**config.mk**
```make
export PLATFORM = sky130hd
export DESIGN_NAME = bus_master_port
export DESIGN_NICKNAME = d
export VERILOG_FILES = /design/src/rtl/bus_pkg.sv /design/src/rtl/serial_shifter.sv /design/src/rtl/bus_master_port.sv
export SDC_FILE = /design/constraint.sdc
export NUM_CORES = 1
export LEC_CHECK = 0
export CORE_ASPECT_RATIO = 0.75
export CORE_UTILIZATION = 55
export CTS_CLUSTER_SIZE = 12
export DETAILED_ROUTE_END_ITERATION = 8
export GPL_ROUTABILITY_DRIVEN = 0
export GPL_TIMING_DRIVEN = 0
export PLACE_DENSITY = 0.81
export SETUP_SLACK_MARGIN = 0.02
export SYNTH_ARGS = -nofsm -noshare
export SYNTH_HDL_FRONTEND = slang
export SYNTH_SLANG_ARGS = --single-unit
```
**constraint.sdc**
```tcl
create_clock -name clk -period 5.5 [get_ports clk]
set_input_delay 1.1 -clock clk [delete_from_list [all_inputs] [get_ports clk]]
set_output_delay 1.1 -clock clk [all_outputs]
set_load 0.01 [all_outputs]
```
**src/rtl/bus_pkg.sv**
```systemverilog
// rtl/bus_pkg.sv - shared types and constants for the arbiter/master/slave bus
// Contents: master port state encoding, bus_mode values, default slave select width,
// and a small integer max helper used for parameter sizing.
package bus_pkg;

  typedef enum logic [2:0] {
    ST_IDLE  = 3'd0,
    ST_REQ   = 3'd1,
    ST_ADDR  = 3'd2,
    ST_WDATA = 3'd3,
    ST_RWAIT = 3'd4,
    ST_RDATA = 3'd5,
    ST_DONE  = 3'd6
  } bus_state_t;

  localparam logic MODE_READ  = 1'b0;
  localparam logic MODE_WRITE = 1'b1;

  localparam int SEL_WIDTH_DEF = 2;

  function automatic int max_int(input int a, input int b);
    return (a > b) ? a : b;
  endfunction

endpackage

```
**src/rtl/serial_shifter.sv**
```systemverilog
// rtl/serial_shifter.sv - parallel-load PISO/SIPO with bit index and last-bit flag
// Ports:
//   clk, rst     clock, synchronous active-high reset
//   load         load load_data, set final index to load_last, restart index at 0
//   load_data    parallel word (PISO source, or cleared word before SIPO capture)
//   load_last    index of the final bit of this word
//   shift        advance the bit index (one bit accepted or received)
//   capture      with shift: write sin into the current bit position
//   sin          serial input bit
//   sout         bit at the current index (LSB first)
//   rdata        low RD_W bits of the word (received data)
//   last         current index is the final bit
module serial_shifter #(
  parameter int WIDTH = 12,
  parameter int IDX_W = 4,
  parameter int RD_W  = 8
) (
  input  logic             clk,
  input  logic             rst,
  input  logic             load,
  input  logic [WIDTH-1:0] load_data,
  input  logic [IDX_W-1:0] load_last,
  input  logic             shift,
  input  logic             capture,
  input  logic             sin,
  output logic             sout,
  output logic [RD_W-1:0]  rdata,
  output logic             last
);

  logic [WIDTH-1:0] data_q;
  logic [IDX_W-1:0] idx_q;
  logic [IDX_W-1:0] last_q;

  // Bits are addressed in place rather than physically shifted so the same
  // register serves both as transmit source and receive destination.
  always_ff @(posedge clk) begin
    if (rst) begin
      data_q <= '0;
      idx_q  <= '0;
      last_q <= '0;
    end else if (load) begin
      data_q <= load_data;
      idx_q  <= '0;
      last_q <= load_last;
    end else if (shift) begin
      if (capture) begin
        data_q[idx_q] <= sin;
      end
      idx_q <= idx_q + 1'b1;
    end
  end

  assign sout  = data_q[idx_q];
  assign rdata = data_q[RD_W-1:0];
  assign last  = (idx_q == last_q);

endmodule

```
**src/rtl/bus_master_port.sv**
```systemverilog
// rtl/bus_master_port.sv - initiator end of the arbiter request/grant bus
// Ports:
//   clk, rst                         clock, synchronous active-high reset
//   cmd_valid/cmd_ready              local command handshake (ready only in IDLE)
//   cmd_write/slave/addr/wdata       command fields, latched on accept
//   rsp_valid/rsp_rdata/rsp_error    one-cycle response; rdata held between responses
//   m_request/m_slave_sel/m_grant    arbiter request, registered slave select, grant
//   trans_done                       one-cycle end-of-transaction pulse to the arbiter
//   bus_valid/bus_mode/bus_dout      serial address/write data out, LSB first
//   bus_ready                        slave accepts bus_dout this cycle
//   bus_rvalid/bus_din               serial read data in, LSB first
module bus_master_port
  import bus_pkg::*;
#(
  parameter int ADDR_WIDTH = 12,
  parameter int DATA_WIDTH = 8,
  parameter int SEL_WIDTH  = SEL_WIDTH_DEF,
  parameter int TIMEOUT    = 255
) (
  input  logic                  clk,
  input  logic                  rst,
  input  logic                  cmd_valid,
  output logic                  cmd_ready,
  input  logic                  cmd_write,
  input  logic [SEL_WIDTH-1:0]  cmd_slave,
  input  logic [ADDR_WIDTH-1:0] cmd_addr,
  input  logic [DATA_WIDTH-1:0] cmd_wdata,
  output logic                  rsp_valid,
  output logic [DATA_WIDTH-1:0] rsp_rdata,
  output logic                  rsp_error,
  output logic                  m_request,
  output logic [SEL_WIDTH-1:0]  m_slave_sel,
  input  logic                  m_grant,
  output logic                  trans_done,
  output logic                  bus_valid,
  output logic                  bus_mode,
  output logic                  bus_dout,
  input  logic                  bus_ready,
  input  logic                  bus_rvalid,
  input  logic                  bus_din
);

  localparam int MAXW    = max_int(ADDR_WIDTH, DATA_WIDTH);
  localparam int IDX_W   = (MAXW > 1) ? $clog2(MAXW) : 1;
  localparam int STALL_W = (TIMEOUT > 1) ? $clog2(TIMEOUT + 1) : 1;

  bus_state_t state_q, state_d;

  logic                  write_q;
  logic [SEL_WIDTH-1:0]  slave_q;
  logic [ADDR_WIDTH-1:0] addr_q;
  logic [DATA_WIDTH-1:0] wdata_q;
  logic                  err_q;
  logic [DATA_WIDTH-1:0] rdata_q;
  logic [STALL_W-1:0]    stall_q, stall_d;

  logic accept, in_tx, in_rd, stall, timeout_hit, err_set;

  logic                  sh_load, sh_shift, sh_capture, sh_sout, sh_last;
  logic [MAXW-1:0]       sh_load_data;
  logic [IDX_W-1:0]      sh_load_last;
  logic [DATA_WIDTH-1:0] sh_rdata;
  logic [DATA_WIDTH-1:0] rsp_now;

  assign accept = cmd_valid && (state_q == ST_IDLE);
  assign in_tx  = (state_q == ST_ADDR)  || (state_q == ST_WDATA);
  assign in_rd  = (state_q == ST_RWAIT) || (state_q == ST_RDATA);

  // A stall is a bus cycle where the slave made no progress in the current direction.
  assign stall       = (in_tx && !bus_ready) || (in_rd && !bus_rvalid);
  assign timeout_hit = (TIMEOUT != 0) && stall && (stall_q == STALL_W'(TIMEOUT - 1));

  assign sh_shift   = (in_tx && bus_ready) || (in_rd && bus_rvalid);
  assign sh_capture = in_rd;

  serial_shifter #(
    .WIDTH (MAXW),
    .IDX_W (IDX_W),
    .RD_W  (DATA_WIDTH)
  ) u_shifter (
    .clk       (clk),
    .rst       (rst),
    .load      (sh_load),
    .load_data (sh_load_data),
    .load_last (sh_load_last),
    .shift     (sh_shift),
    .capture   (sh_capture),
    .sin       (bus_din),
    .sout      (sh_sout),
    .rdata     (sh_rdata),
    .last      (sh_last)
  );

  always_comb begin
    state_d      = state_q;
    err_set      = 1'b0;
    sh_load      = 1'b0;
    sh_load_data = '0;
    sh_load_last = '0;
    case (state_q)
      ST_IDLE: begin
        if (accept) state_d = ST_REQ;
      end
      ST_REQ: begin
        if (m_grant) begin
          state_d      = ST_ADDR;
          sh_load      = 1'b1;
          sh_load_data = MAXW'(addr_q);
          sh_load_last = IDX_W'(ADDR_WIDTH - 1);
        end
      end
      ST_ADDR, ST_WDATA, ST_RWAIT, ST_RDATA: begin
        // Grant loss and timeout share one abort path, so both together still
        // produce a single DONE.
        if (!m_grant || timeout_hit) begin
          state_d = ST_DONE;
          err_set = 1'b1;
        end else begin
          case (state_q)
            ST_ADDR: begin
              if (bus_ready && sh_last) begin
                sh_load      = 1'b1;
                sh_load_last = IDX_W'(DATA_WIDTH - 1);
                if (write_q == MODE_WRITE) begin
                  state_d      = ST_WDATA;
                  sh_load_data = MAXW'(wdata_q);
                end else begin
                  state_d = ST_RWAIT;
                end
              end
            end
            ST_WDATA: begin
              if (bus_ready && sh_last) state_d = ST_DONE;
            end
            ST_RWAIT: begin
              // The index keeps counting into RDATA: bit 0 is captured here.
              if (bus_rvalid) state_d = sh_last ? ST_DONE : ST_RDATA;
            end
            default: begin
              if (bus_rvalid && sh_last) state_d = ST_DONE;
            end
          endcase
        end
      end
      ST_DONE: begin
        state_d = ST_IDLE;
      end
      default: begin
        state_d = ST_IDLE;
      end
    endcase

    stall_d = ((state_d != state_q) || !stall) ? '0 : stall_q + 1'b1;
  end

  always_ff @(posedge clk) begin
    if (rst) begin
      state_q <= ST_IDLE;
      write_q <= MODE_READ;
      slave_q <= '0;
      addr_q  <= '0;
      wdata_q <= '0;
      err_q   <= 1'b0;
      rdata_q <= '0;
      stall_q <= '0;
    end else begin
      state_q <= state_d;
      stall_q <= stall_d;
      if (accept) begin
        write_q <= cmd_write;
        slave_q <= cmd_slave;
        addr_q  <= cmd_addr;
        wdata_q <= cmd_wdata;
        err_q   <= 1'b0;
      end
      if (err_set) err_q <= 1'b1;
      if (state_q == ST_DONE) rdata_q <= rsp_now;
    end
  end

  // Response data is presented combinationally during DONE (the shifter still
  // holds the received word) and then held in rdata_q until the next response.
  assign rsp_now = (err_q || (write_q == MODE_WRITE)) ? '0 : sh_rdata;

  assign cmd_ready   = (state_q == ST_IDLE);
  assign m_request   = (state_q == ST_REQ) || in_tx || in_rd;
  assign m_slave_sel = slave_q;
  assign bus_valid   = in_tx;
  assign bus_mode    = in_tx && write_q;
  assign bus_dout    = in_tx && sh_sout;
  assign trans_done  = (state_q == ST_DONE);
  assign rsp_valid   = (state_q == ST_DONE);
  assign rsp_error   = (state_q == ST_DONE) && err_q;
  assign rsp_rdata   = (state_q == ST_DONE) ? rsp_now : rdata_q;

endmodule

```
Word level (Yosys, flattened, before mapping)
Index checks and enable logic that the tools add are counted.
{ "op_classes": {"n_addsub": 2, "order_cmp": 2, "n_eq_ne": 9, "mux": 41, "reduce_logical": 33} }
{ "op_table": {"columns": ["cell", "n"], "rows": [
  ["$mux W12", 4],
  ["$mux W8", 6],
  ["$mux W3", 11],
  ["$pmux W12 S2", 1],
  ["$pmux W3 S3", 2],
  ["$bwmux W12", 1],
  ["$logic_and A1 B1 Y1", 12],
  ["$mux W1", 10],
  ["$eq A3 B3 Y1 const B", 3],
  ["$logic_or A1 B1 Y1", 9],
  ["$add A8 B1 Y8 const B", 1],
  ["$eq A8 B8 Y1 const B", 1],
  ["$pmux W4 S2", 1],
  ["$eq A3 B2 Y1 const B", 2],
  ["$reduce_bool A2 Y1", 3],
  ["$lt A4 B5 Y1 const B", 1],
  ["$add A4 B1 Y4 const B", 1],
  ["$bmux W1 S4", 1],
  ["$demux W1 S4", 1],
  ["$eq A4 B4 Y1", 1],
  ["$ge A4 B1 Y1 const B", 1],
  ["$logic_not A1 Y1", 4],
  ["$mux W4", 1],
  ["$reduce_or A2 Y1", 2],
  ["7 further kinds", 7]
]} }
{ "totals": {"ff_bits": 63, "out_inout_bits": 18, "word_cells": 98} }

Logic depth before layout (Yosys ltp)
{ "depth": {"ltp_word": 11, "ltp_mapped": 7, "ltp_nobuf": 6} }

By module
Synthesis repeated with hierarchy kept, for this count alone.
{ "unflattened": {"hier_cells": 385, "hier_area_um2": 3275.6} }
{ "modules_own_cells": {"columns": ["module", "n_inst", "cells_each", "area_per_inst_um2", "seq_area_each_um2"], "rows": [
  ["bus_master_port", 1, 251, 1993.2, 860.8],
  ["serial_shifter", 1, 134, 1282.5, 400.4]
]} }

Least setup slack after synthesis
No wires, ideal clock.
{ "synth_timing": {"path_type": "flip-flop to output port", "from": "register state_q[1]", "to": "output port rsp_rdata[6]", "arrival_time_ns": 1.532, "required_time_ns": 4.400, "slack_ns": 2.868, "path_stages_with_launch": 6, "path_buffers": 3, "path_cell_list": "dfxtp_1 -> clkbuf_2 -> clkbuf_1 -> nand3_1 -> clkbuf_1 -> o21ai_0"} }
{ "synth_between": {"elab_chain_cells": 2} }
{ "synth_rtl": {"columns": ["element", "line_no", "text"], "rows": [
  ["start, declared", "bus_master_port.sv:47", "bus_state_t state_q, state_d;"],
  ["start signal, assigned", "bus_master_port.sv:167", "state_q <= state_d;"],
  ["$eq A3 B3 Y1", "bus_master_port.sv:194", "assign rsp_rdata = (state_q == ST_DONE) ? rsp_now : rdata_q;"],
  ["$mux W8", null, null],
  ["end, declared", "bus_master_port.sv:29", "output logic [DATA_WIDTH-1:0] rsp_rdata,"]
]} }
Every way passes these cells.

Worst setup path in the final report
Ends and elaborated chain as after synthesis.

==> flow_summary.toml <==
[critical_path]
r2r_setup_slack_ns = 3.19
cp_cell_sequence = "clkbuf_2 -> clkbuf_1 -> nand3_1 -> clkbuf_1 -> o21ai_0 -> clkdlybuf4s50_1"
required_ns = 4.40
crit_top_cell = "clkbuf_1"
reg2regPathDepth = 6
slowest_stage = "clkdlybuf4s50_1"
cp_num_buf_inv = 4
critPathArrivalTime_ns = 2.64
crit_path_start_kind = "flip-flop"
worstSetupPathType = "flip-flop to primary output"
crit_fanout = 10
crit_family = "buffers and inverters"
reg2reg_to = "u_shifter.data_q[3]"
end_kind = "primary output"
reg2reg_from = "state_q[2]"
max_stage_delay_ns = 0.57

[logic_synthesis]
synthSimpleGateAreaFrac_pct = 22.6
yosysWarnings = 0
synthAdderAreaFrac_pct = 2.38
syn-cell-area_mm2 = 0.00315
postSynthCellCount = 377
yosysMostFrequentCell = "nand2_1"
synth_common_cells = "nand2_1, dfxtp_1, a21oi_1"
ys_ff_latch = 62
syn_nets = 413
synth_mux_area_share_pct = 5.96
synth_edf_count = 0
synth_top_area_share_pct = 39.4
synth.distinct_cells = 47
ys_seq_area_share_pct = 39.4
yosys.area.top_type = "dfxtp_1"
yosys.area_share.xor_xnor_pct = 3.34
synth_compound_area_share_pct = 21.5
synth_top_family_by_area = "simple AND/OR/NAND/NOR gates"
avgSynthCellArea_um2 = 8.35
netlist_top_cells_area = "dfxtp_1, nand2_1, a21oi_1, mux2i_1, a221oi_2"
async_flop_share_pct = 0
ys.flop_type = "dfxtp_1"

[placed_design]
dpl-instance-area_mm2 = 0.00371
numPortBuffers = 47
hpwl_um = 5530

[cts]
cts_root_buf = "clkbuf_8"
cts_tree = "done"
clock_path_buffers = 2
cts_repair_resize_count = 0
clock-sinks = 62
clk_pin_slew_ns = 0.07
insertion_delay_ns = 0.34
postCtsHoldBufs = 0
htree_levels = 3
cts_setup_buffers = 0
cts_made_buffers = 9

[outcome]
status = "finished, final reports clean"

[sta]
tns_ns = 0
holdWs_ns = 0.450
fin_crit_sh_pct = 67.9
slew_violations = 0
fmax_mhz = 268
rsz0062_at_grt = "no"
period_minus_slack_ns = 3.74
worst_slew_pin_slew_ns = 0.709
clock_skew_ns = 0.00795
final_hold_viol_count = 0
setup_violations = 0
slew-limit-headroom_pct = 52.8

[worst_hold_path]
hp-class = "flip-flop to flip-flop"
min_from = "wdata_q[1]"
min_to = "wdata_q[1]"
whs_path_depth = 2

[route]
drtIter0Drc = 189
route.detailed.drc = 0
wirelength_um = 7440
antenna_left = 0
routed_via_density = 5.68
drt_first_pass_iters = 5
via_count = 2919
post_drt_wl_per_cell_um = 14.5

[final_layout]
layout.nets = 471
fin_area_mm2 = 0.00390
fin_util_pct = 71.8
diodes = 0
area_growth_pct = 23.9
fillers = 432
layout-drive-gt1-share_pct = 8.20

[global_routing]
grt-ovfl-total = 0
grt_pass1_vias = 2638
gr-usage-all-layers_pct = 26.8
grt_max_degree = 11
antenna_found_initial = 0
grt_pass1_wl_um = 12100

[pwr]
peakVddDrop_uv = 202
power_mw = 1.56
power.density_mw_per_mm2 = 400
p_leak_nw = 1.43

[die]
fp.dieH_um = 67.5
coreArea_mm2 = 0.00544
ios = 48
initial_utilization_pct = 57.9
die_area_mm2 = 0.00604
rows = 23
die_x_um = 89.4

[job]
cap_violations = 0
[registers in the layout, summed over array words and instances (netlist names)]
signal            flops
addr_q               12
rdata_q               8
state_q               3
u_shifter.data_q     12
wdata_q               8
m_slave_sel           2
u_shifter.last_q      3
err_q                 1
u_shifter.idx_q       4
stall_q               8
write_q               1
[metrics by stage]
stage | setup WS, ns | instances
2_1_floorplan | 2.87 | 377
3_3_place_gp | 2.15 | 499
3_5_place_dp | 2.15 | 499
4_1_cts | 1.76 | 514
5_1_grt | 1.47 | 514
6_report | 1.76 | 514
[final cells by class]
| cell class | instances | area (µm²) | area share [%] |
|---|---|---|---|
| clock buffer | 11 | 141 | 3.62 |
| sequential | 62 | 1240 | 31.8 |
| timing repair buffer | 47 | 470 | 12.1 |
| tap | 75 | 93.8 | 2.40 |
| inverter | 11 | 41.3 | 1.06 |
| clock inverter | 4 | 47.5 | 1.22 |
| multi-input combinational | 280 | 1750 | 45.0 |
| buffer | 24 | 113 | 2.89 |
[worst reg2reg max path, delay by kind of cell (launching register included)]
family	cells	cell delay, ns
buf+inv	1	0.37
simple gates	2	0.89
mux	1	0.22
compound gates	2	0.26
flops	1	0.43
[cells by family (layout without fill, tap and decap cells)]
logic type,Yosys count,after routing
compound gates,96,96
xor+xnor,12,12
fa+ha+maj,6,6
buf+inv,35,97
flops,62,62
mux,15,15
simple gates,151,151
[power breakdown]
part	total (mW)	internal (mW)	switching, mW
clock	0.389	0.218	0.171
combinational	0.600	0.242	0.359
sequential	0.570	0.520	0.0497
total	1.56	0.980	0.579
[routing by layer]
layer / wire length [µm] / up-vias / track usage [%]
li1: - / 1438 / -
met1: 3470 / 1352 / 35.1
met2: 3230 / 120 / 41.3
met3: 651 / 9 / 9.54
met4: 85 / 0 / 8.53
met5: 0 / - / 0
[placed cells by master, fill, tap and decap left out, types with 6 or more instances in the layout]
master	netlist	final
a211oi_1	9	9
a21oi_1	47	47
a221oi_2	8	8
and2_1	11	11
clkbuf_1	18	19
clkbuf_8	0	10
clkdlybuf4s50_1	0	47
dfxtp_1	62	62
ha_1	6	6
inv_1	11	11
mux2i_1	12	12
nand2_1	85	85
nand3_1	6	6
nand3b_1	6	6
nor2_1	10	10
nor2b_1	10	10
nor3_1	8	8
o21ai_0	9	9
xor2_1	8	8
[how the worst max path moves through the flow]
stage / cells past startpoint / end / slack (ns) / from
6_report: 6 / rsp_rdata[6] / 1.76 / state_q[1]
5_1_grt: 6 / rsp_rdata[6] / 1.47 / state_q[1]
4_1_cts: 6 / rsp_rdata[6] / 1.76 / state_q[1]
3_5_place_dp: 6 / rsp_rdata[6] / 2.15 / state_q[1]
3_3_place_gp: 6 / rsp_rdata[6] / 2.15 / state_q[1]
2_1_floorplan: 5 / rsp_rdata[6] / 2.87 / state_q[1]
No activity file was read; power rests on OpenSTA's default activity.
==> RTL edit 1 (config.mk and constraints unchanged) <==
`ADDR_WIDTH`: 12 -> 13.
--- a/src/rtl/bus_master_port.sv
+++ b/src/rtl/bus_master_port.sv
@@ -12,7 +12,7 @@
 module bus_master_port
   import bus_pkg::*;
 #(
-  parameter int ADDR_WIDTH = 12,
+  parameter int ADDR_WIDTH = 13,
   parameter int DATA_WIDTH = 8,
   parameter int SEL_WIDTH  = SEL_WIDTH_DEF,
   parameter int TIMEOUT    = 255
Interface: changed (resized cmd_addr); port bits go from 48 to 49. No check against the original RTL was run, so the function may have changed too.
==> RTL edit 1 against the original RTL <==
- synthesized area grew 2.5%
- wire length grew 9.7%
- design area increased by 2.1%
- critical path type unchanged
- count of clock-buffer cells in the layout down 2
- worst setup slack better by 0.0077 ns
- power is 3.2% higher
- sequential cell count rose by 2
==> RTL edit 1: results (changes against the original RTL) <==
Timing
  – Relative slew slack: 0.4532 (-0.07433)
  – Clk_skew: 0.004890 ns (-0.003063 ns)

Outcome
  – Outcome: complete, no violations

CTS
  – Post_cts resized: 0 (unchanged)

GRT
  – Pin count of the biggest net entering global routing: 13 (+2)
  – Overall routing resource usage: 0.2846 (+0.01686)
  – Vias in the first global route: 2694 (+2.1%)
  – Global-route wire length before repair: 13.32 mm (+10%)

Final layout
  – Layout cell share with drive strength beyond 1: 0.1139 (+0.03189)
  – Fillers: 424 (-1.9%)
  – Final net count: 471 (unchanged)
  – N_diodes: 0 (unchanged)
  – Top flop regs: addr_q x13, u_shifter.data_q x13

Power and ir drop
  – Leak: 0.001488 uW (+3.7%)
  – Peak supply drop: 0.3036 mV (+51%)

Min path
  – Hold Path Stages: 2 (unchanged)
  – WHS Endpoint: u_shifter.data_q[8]$_SDFFE_PP0P_
  – Hold Crit Start: addr_q[8]$_SDFFE_PP0P_

Routing
  – First DRT Iteration DRCs: 229 (+21%)
  – Vias/cell: 5.776 (+1.7%)
  – DR WL/cell: 15.89 um (+9.7%)

Yosys
  – Top post-synthesis cells by count: nand2_1, dfxtp_1, a21oi_1
  – Top FF cell, synth: dfxtp_1
  – Sequential area share after synthesis: 0.3971 (+0.002933)
  – Synth cell types: 52 (+11%)
  – Post-synth net total: 413 (unchanged)
  – Synth area leaders: dfxtp_1, nand2_1, a21oi_1

Worst setup path
  – R2r worst-path depth: 6 (unchanged)
  – Critical path data arrival time: 2.63 ns (about the same)
  – CP Launch Point: state_q[1]$_SDFF_PP0_
  – Reg-to-reg critical path startpoint: u_shifter.idx_q[0]$_SDFFE_PP0P_
  – Worst reg2reg endpoint: state_q[0]$_SDFF_PP0_
  – CP endpoint: rsp_rdata[6]
  – R2r setup slk: 3.18 ns (about the same)

Placed design
  – HPWL Detailed: 6.040 mm (+9.2%)
  – Post-DP Area: 3791 um2 (+2.1%)
  – Buffers added on ports: 47 (unchanged)
  – Dpl ws: 2.159 ns (+0.006180 ns)
[RTL edit 1: changes by cell type after synthesis, moves of 4 or more]
cell / change
a211oi_1: -8
a22oi_2: +8
and2_1: -6
clkbuf_1: -4
inv_1: -5
mux2i_1: -6
nor2_1: +9
[RTL edit 1: logic make-up after synthesis]
family                   Yosys count  synth area share
AO/OA/AOI/OAI                     89            0.2036
flip-flops                        64            0.3971
AND/OR/NAND/NOR                  163            0.2365
buffers and inverters             33           0.05971
adder cells (fa/ha/maj)            6           0.02326
XOR/XNOR                          11           0.02986
multiplexers                      10           0.05002
[RTL edit 1: stage by stage]
step | power, uW | hold WS (ns) | std cells
CTS | 1604 | 0.4598 | 514
detailed placement | 1202 | 0.4407 | 498
global placement | 1184 | 0.4382 | 498
floorplan | 1015 | 0.4249 | 376
global route | 1697 | 0.4816 | 514
finish | 1609 | 0.4567 | 514
[RTL edit 1: metal layers]
metal  wire, um  up-vias  GRT usage
met3        708       17    0.09667
met2       3536      135     0.4323
met5          0        -          0
met4        172        0     0.1250
met1       3747     1399     0.3714
li1           -     1418          -
[RTL edit 1: critical path: cells and delay by family, from the launching register on]
family	cells	cell delay, ns
and+or+nand+nor	2	0.38
DFF	1	0.33
buffers and inverters	4	1.31
AOI/OAI and AO/OA	1	0.25
[RTL edit 1: final cells by class]
cell class,instances,area [um2],area share
clock inverter,7,71.32,0.01789
sequential,64,1281,0.3214
clock buffer,9,123.9,0.03107
multi-input combinational,279,1753,0.4397
tap,75,93.84,0.02354
buffer,26,166.4,0.04175
inverter,7,26.28,0.006591
timing repair buffer,47,470.5,0.1180
[RTL edit 1: where the power goes]
group / switching, uW / leakage (uW) / internal, uW
Combinational: 342 / 0.000875 / 254
Clock: 194 / 0.0000916 / 209
Sequential: 66.8 / 0.000521 / 545
Total: 602 / 0.00149 / 1010
==> RTL edit 2 (config.mk and constraints unchanged) <==
Made on the original files. Register the output `rsp_error`, cleared by the reset; this adds one clock of latency there. The other outputs are not delayed to match. Comments in the files are not updated.
--- a/src/rtl/bus_master_port.sv
+++ b/src/rtl/bus_master_port.sv
@@ -190,7 +190,13 @@
   assign bus_dout    = in_tx && sh_sout;
   assign trans_done  = (state_q == ST_DONE);
   assign rsp_valid   = (state_q == ST_DONE);
-  assign rsp_error   = (state_q == ST_DONE) && err_q;
+  always_ff @(posedge clk) begin
+    if (rst) begin
+      rsp_error <= '0;
+    end else begin
+      rsp_error <= (state_q == ST_DONE) && err_q;
+    end
+  end
   assign rsp_rdata   = (state_q == ST_DONE) ? rsp_now : rdata_q;
 
 endmodule
Behaviour: not the same (Yosys sat finds a counterexample within 4 cycles, from zero or initial values and one cycle with rst high).
==> RTL edit 2 against the original RTL <==
- highest routed layer unchanged
- critical path type unchanged
- design area fell by 3.8%
- wire length fell by 1.7%
- sequential cell count grew 1
- power down 13%
- sequential share of layout area is 1.8 points higher
- worst setup slack gained 0.22 ns
- worst hold slack improved by 0.0092 ns
- die area is 4.1% lower
- synthesized area decreased by 4.2%
- utilization increased by 2.0 points
- register-to-register slack is essentially flat
==> RTL edit 2: results (changes against the original RTL) <==
Worst setup path
  – R2r setup slk: 3.20 ns (about the same)
  – CP endpoint: trans_done
  – Worst reg2reg endpoint: u_shifter.data_q[6]$_SDFFE_PP0P_
  – Critical path data arrival time: 2.42 ns (-0.22 ns)
  – Crit path largest cell delay: 0.52 ns (-0.05 ns)

Final layout
  – Layout cell share with drive strength beyond 1: 0.08294 (+0.0009338)
  – Finished Layout Cells: 494 (-3.9%)
  – Register Area: 1261 um2 (+1.6%)
  – Fillers: 401 (-7.2%)
  – Final net count: 453 (-3.8%)

GRT
  – Overall routing resource usage: 0.2836 (+0.01591)
  – Met3 Resource Use GR: 0.08115 (-0.01421)
  – Pin count of the biggest net entering global routing: 13 (+2)
  – Global routing usage on met1: 0.3845 (+0.03317)
  – Vias in the first global route: 2604 (-1.3%)
  – Global-route wire length before repair: 12.28 mm (+1.9%)

Routing
  – DR WL/cell: 14.80 um (+2.3%)
  – Detailed Routing Iterations Pass 1: 4 (-1)
  – Met3 wire len: 604 um (-7.2%)
  – Met2 Wirelength: 3.215 mm (-0.46%)
  – Wire length on met1: 3.401 mm (-2.1%)
  – First DRT Iteration DRCs: 200 (+5.8%)
  – Vias/cell: 5.524 (-2.7%)

Power and ir drop
  – Leak: 0.001286 uW (-10%)
  – Peak supply drop: 0.2143 mV (+6.3%)

Placed design
  – Dpl ws: 2.346 ns (+0.1930 ns)
  – HPWL Detailed: 5.281 mm (-4.5%)
  – Post-DP Area: 3557 um2 (-4.2%)

Min path
  – Hold Crit Start: wdata_q[0]$_SDFFE_PP0P_
  – WHS Endpoint: wdata_q[0]$_SDFFE_PP0P_

Timing
  – Relative slew slack: 0.5650 (+0.03750)
  – Clk_skew: 0.008785 ns (+0.0008311 ns)
  – Period utilization: 0.6398 (-0.03967)
  – Hold Slack: 0.4596 ns (+0.009214 ns)

Yosys
  – Sequential area share after synthesis: 0.4181 (+0.02396)
  – Synth cell types: 43 (-8.5%)
  – Synth area leaders: dfxtp_1, nand2_1, a21oi_1
  – Mean Syn Cell Area: 8.356 um2 (about the same)
  – Top post-synthesis cells by count: nand2_1, dfxtp_1, a21oi_1

Outcome
  – Outcome: complete, no violations
## RTL edit 2: layout make-up
type | instances | share of cell area
clock buffers | 9 | 0.03300
flip-flops and latches | 63 | 0.3360
well taps | 72 | 0.02400
clock inverters | 7 | 0.01933
plain buffers | 25 | 0.03033
inverters | 8 | 0.008000
multi-input cells | 265 | 0.4293
repair buffers | 45 | 0.1200
## RTL edit 2: power breakdown
group	total [uW]	leakage, uW	switching (uW)	internal [uW]
clock	400	0.0000956	191	210
sequential	556	0.000513	40.9	515
combinational	394	0.000678	226	169
total	1350	0.00129	457	893
## RTL edit 2: kinds of logic after synthesis
logic type / Yosys count / synth area share
compound gates: 83 / 0.1991
xor+xnor: 11 / 0.03194
flops: 63 / 0.4181
simple gates: 157 / 0.2393
buf+inv: 33 / 0.04770
mux: 8 / 0.03899
fa+ha+maj: 6 / 0.02489
## RTL edit 2: worst min-delay path: stages (launching register included)
cell and delay [ns]:
dfxtp_1 0.31, nand2_1 0.05, a21oi_1 0.05
